$ cat src/rtl/demux_1_2_buf.sv
// Registered 1-to-2 demultiplexer: one valid/ready word stream is steered by
// in_sel into one of two independent FIFOs, so a stalled consumer on one
// channel never blocks words bound for the other channel.
module demux_1_2_buf #(
  parameter int unsigned WIDTH = 16,
  parameter int unsigned DEPTH = 2
) (
  input  logic             clk,
  input  logic             rst,
  input  logic             in_valid,
  output logic             in_ready,
  input  logic             in_sel,
  input  logic [WIDTH-1:0] in_data,
  output logic             out0_valid,
  input  logic             out0_ready,
  output logic [WIDTH-1:0] out0_data,
  output logic             out1_valid,
  input  logic             out1_ready,
  output logic [WIDTH-1:0] out1_data
);

  localparam int unsigned AW = (DEPTH > 1) ? $clog2(DEPTH) : 1;
  localparam int unsigned CW = AW + 1;

  logic [1:0]            push;
  logic [1:0]            pop;
  logic [1:0]            full;
  logic [1:0]            valid;
  logic [1:0]            ready;
  logic [1:0][WIDTH-1:0] head;
  logic                  accept;

  assign ready = {out1_ready, out0_ready};

  // Input handshake: only the addressed channel's full flag matters.
  always_comb begin
    in_ready = !rst && (in_sel ? !full[1] : !full[0]);
    accept   = in_valid && in_ready;
    push     = '0;
    push[0]  = accept && !in_sel;
    push[1]  = accept && in_sel;
    pop      = valid & ready;
  end

  for (genvar g = 0; g < 2; g++) begin : g_ch
    logic [WIDTH-1:0] mem [DEPTH];
    logic [AW-1:0]    wr_ptr;
    logic [AW-1:0]    rd_ptr;
    logic [CW-1:0]    cnt;

    // Per-channel FIFO state: storage, wrapping pointers and occupancy count.
    always_ff @(posedge clk or posedge rst) begin
      if (rst) begin
        mem    <= '{default: '0};
        wr_ptr <= '0;
        rd_ptr <= '0;
        cnt    <= '0;
      end else begin
        if (push[g]) begin
          mem[wr_ptr] <= in_data;
          wr_ptr      <= wr_ptr + AW'(1);
        end
        if (pop[g]) begin
          rd_ptr <= rd_ptr + AW'(1);
        end
        cnt <= cnt + CW'(push[g]) - CW'(pop[g]);
      end
    end

    assign full[g]  = (cnt == CW'(DEPTH));
    assign valid[g] = (cnt != '0);
    assign head[g]  = mem[rd_ptr];
  end

  assign out0_valid = valid[0];
  assign out1_valid = valid[1];
  assign out0_data  = head[0];
  assign out1_data  = head[1];

endmodule

$ cat config.mk
export PLATFORM = sky130hd
export DESIGN_NAME = demux_1_2_buf
export DESIGN_NICKNAME = d
export VERILOG_FILES = /design/src/rtl/demux_1_2_buf.sv
export SDC_FILE = /design/constraint.sdc
export NUM_CORES = 1
export LEC_CHECK = 0
export ABC_CLOCK_PERIOD_IN_PS = 3640
export BUFFER_PORTS_ARGS = -buffer_cell sky130_fd_sc_hd__buf_4
export CAP_MARGIN = 15
export CELL_PAD_IN_SITES_DETAIL_PLACEMENT = 0
export CELL_PAD_IN_SITES_GLOBAL_PLACEMENT = 1
export CORE_UTILIZATION = 50
export DETAILED_ROUTE_END_ITERATION = 10
export PLACE_DENSITY_LB_ADDON = 0.1
export RECOVER_POWER = 100
export SYNTH_ARGS = -nofsm -noshare
export SYNTH_HDL_FRONTEND = slang
export SYNTH_SLANG_ARGS = --single-unit
export TNS_END_PERCENT = 50
$ cat constraint.sdc
create_clock -name clk -period 3.64 [get_ports clk]
set_clock_uncertainty 0.2 [all_clocks]
set_input_delay 0.182 -clock clk [delete_from_list [all_inputs] [get_ports clk]]
set_output_delay 0.182 -clock clk [all_outputs]
set_load 0.02 [all_outputs]
==> metrics.md <==
| Metric | Value |
|---|---|
| Core Area | 0.00642 sq mm |
| IO Count | 57 |
| Final core occ | between 60 and 70% |
| Netlist cell types | 25 |
| Syn Inst Count | between 200 and 250 |
| Min-delay src | in_valid |
| Worst hold path class | primary input to register |
| Sw Ratio | between 30 and 40% |
| Yosys reg bits | ~70 |
| RSZ-0062 raised after global routing | no |
| Slew @ Worst Pin | about 1.2 ns |
| Largest stage delay on the critical path | approximately 0.9 ns |
| Die footprint | ~0.0071 sq mm |
| Max-Cap Viols | 0 |
| Residual DRC | 6 |
| Tmin final | approximately 2.5 ns |
| Max frequency | 0.395 GHz |
| Rows | 29 |
| RR Endpoint | g_ch[0].mem[23] |
| Clock Pin Slew Worst Setup and Hold Paths | 0.08 ns |
| WHS Path Cells | 3 |
| Hpwl dp | ~3.8 mm |
| Crit path launch type | primary input |
| GRT Total Usage | slightly below 20% |
| Slew HR | a little under a quarter |
| Final wirelength | 6.08 mm |
| Final setup TNS | 0 ns |
| Layout cells sized above 1 | roughly 33% |
| Status | finished with violations |
| Worst setup EP type | register |
| Reg2reg setup slack | between 1 and 1.5 ns |
| Psw | roughly 0.0013 W |
| Hold Worst Slack | approximately 0.038 ns |
| Initial detailed-routing violation count | 77 |
| Leakage power | approximately 1.7 nW |
| Synthesized Nets | approximately 240 |
| Chip height | 84.2 microns |
| Overall Power | approximately 0.0035 W |
| Maximum number of pins on one net before global-route repair | between 40 and 50 |
| Synth warn | 0 |
| Initial antenna violation count | 0 |
| Worst Path Arrival | 2.56 ns |
| Critical Path Fanout Max | 16 |
| Internal Power | around 0.0022 W |
| GPL Wtd Cong | slightly above 0.7 |
| Mean Syn Cell Area | 16.1 sq um |
| Slew Limit Fails | 0 |
| Crit path required time | roughly 3.7 ns |
| R2r worst-path depth | 3 |
| Via count | a little under 2000 |
| CTS root buf | clkbuf_8 |
| First-pass GRT wire length | 10.6 mm |
| Final period utilization | a little over two thirds |
| CP max stage cell | nand4b_1 |
| Port Buffer Count | 56 |
| Number of global-route vias before repair | just over 2000 |
| Cell Chain, Critical Path | dlygate4sd3_1 -> clkbuf_1 -> nor2_1 -> nand4b_1 -> mux2_1 |
| Seq/Total Area, Yosys | between 50% and 60% |
| Die X-Extent | ~84 microns |
| H-tree Lvls | 3 |
| Max IR drop VDD | 0.000424 V |
| Antenna-violating nets left | 0 |
| Max clock buf depth | 2 |
| Antenna diode count | 0 |
| Area delta synth->final | 15.7% |
| Final setup vio count | 0 |
| Failing checks | design-rule violations |
| Gate power share | 41.2% |
| Clk pwr share | 17.2% |
| Hold Path End | g_ch[0].wr_ptr |
| DR vias/cell | about 5.2 |
| Drt wl/cell | around 16 microns |
| Reg2reg start | g_ch[0].cnt[1] |
| Sink Count | about 70 |
| Drt pass-1 iters | 6 |
| Post-Synthesis Cell Area | roughly 0.0034 sq mm |
| PD cells | 906 mW/mm^2 |
| Sequential power share | between 40% and 50% |
| Fillers | 560 |
| Starting Density | between 50% and 60% |
| Critical path class | primary input to register |
| Clock insertion delay at the later pin of the skew report | approximately 0.34 ns |
| Final hold violations | 0 |
| Resized cells post-CTS | 0 |
| Clock buffer count from CTS | 9 |
| Setup Buffers After CTS | 0 |
| Fin nets | approximately 310 |
| Congestion Overflow GR | 0 |
| CTS tree | built |
flip-flops by register name, indices dropped and copies added (netlist names):
| name | flops |
|---|---|
| g_ch.wr_ptr | 2 |
| g_ch.cnt | 4 |
| g_ch.mem | 64 |
| g_ch.rd_ptr | 2 |
logic make-up (layout without fill, tap and decap cells):
kind of cell	Yosys count	in the layout	synth area share (%)
AO/OA/AOI/OAI	1	1	0.259
XOR/XNOR	8	8	2.08
adder cells (fa/ha/maj)	4	4	1.48
buffers and inverters	14	97	3.00
flip-flops	72	72	53.4
multiplexers	96	96	35.4
AND/OR/NAND/NOR	15	15	4.45
cell type report:
cell class | count | area (sq um) | share of cell area [%]
clock buffer | 10 | 128 | 3.27
clock inverter | 6 | 60.1 | 1.54
inverter | 5 | 18.8 | 0.480
multi-input combinational | 124 | 1310 | 33.5
sequential | 72 | 1800 | 46.1
tap | 77 | 96.3 | 2.47
timing repair buffer | 76 | 492 | 12.6
worst max-delay path: cells and delay by family:
family / cells / cell delay (ns)
multiplexers: 1 / 0.67
buffers and inverters: 2 / 0.66
AND/OR/NAND/NOR: 2 / 1.05
power groups by stage:
stage / clock (W) / sequential [W] / combinational (W)
floorplan: 0 / 0.00136 / 0.00137
finish: 0.000607 / 0.00148 / 0.00146
global placement: 0 / 0.00150 / 0.00182
detailed placement: 0 / 0.00150 / 0.00184
CTS: 0.000628 / 0.00150 / 0.00187
global route: 0.000662 / 0.00154 / 0.00157
through the flow:
step	cell area [sq um]	cells	setup slack, ns
6_report	3910	370	1.11
3_5_place_dp	3820	335	1.51
3_3_place_gp	3820	335	1.55
4_1_cts	4200	370	1.34
2_1_floorplan	3380	210	1.43
5_1_grt	3910	370	0.663
worst max path at each step:
stage                   startpoint              end  depth (start not counted)  slack [ns]
floorplan                      rst   g_ch[0].cnt[0]                          1        1.43
global placement    g_ch[1].cnt[1]  g_ch[1].mem[13]                          3        1.55
detailed placement  g_ch[1].cnt[1]  g_ch[1].mem[14]                          3        1.51
CTS                            rst  g_ch[1].mem[14]                          5        1.34
global route                   rst   g_ch[1].mem[1]                          4        0.66
finish                         rst  g_ch[0].mem[23]                          5        1.11
routing by layer:
layer  track usage (%)  up-vias  wire length [microns]
li1                  -      902                      -
met1              26.6      973                   2960
met2              30.5       40                   2810
met3              6.19        9                    244
met4              6.11        0                     68
met5                 0        -                      0
Yosys cell counts (all sizes together):
cell type,instances,area share [%]
mux2,96,35
dfrtp,72,53
buf,7,2.2
inv,5,0.56
ha,4,1.5
xnor2,4,1.0
xor2,4,1.0
and2,2,0.37
and3,2,0.41
clkbuf,2,0.22
nand2b,2,0.44
nand4b,2,1.4
nor2,2,0.30
or2,2,0.37
a311oi,1,0.26
and4,1,0.26
nand4,1,0.63
nor2b,1,0.26
cell usage in the layout (no fill, tap or decap):
cell / count
nand4b_1: 2
nand2b_2: 1
xnor2_1: 4
nand2b_1: 1
clkbuf_1: 34
and3_2: 1
dfrtp_1: 72
and4_1: 1
clkinvlp_4: 2
inv_1: 5
mux2_2: 53
nor2b_1: 1
bufinv_16: 1
nand4_1: 1
mux2_1: 43
or2_2: 2
clkbuf_2: 1
nor2_1: 2
clkinv_2: 3
ha_1: 4
xor2_1: 4
and2_0: 2
clkbuf_8: 9
buf_4: 23
a311oi_1: 1
and3_1: 1
dlygate4sd3_1: 19
what timing repair did:
action	4_1_cts	5_1_grt
hold endpoints to repair	90	0
setup endpoints to repair	0	0
hold buffers	19	0
Power figures use the tool's default switching activity.
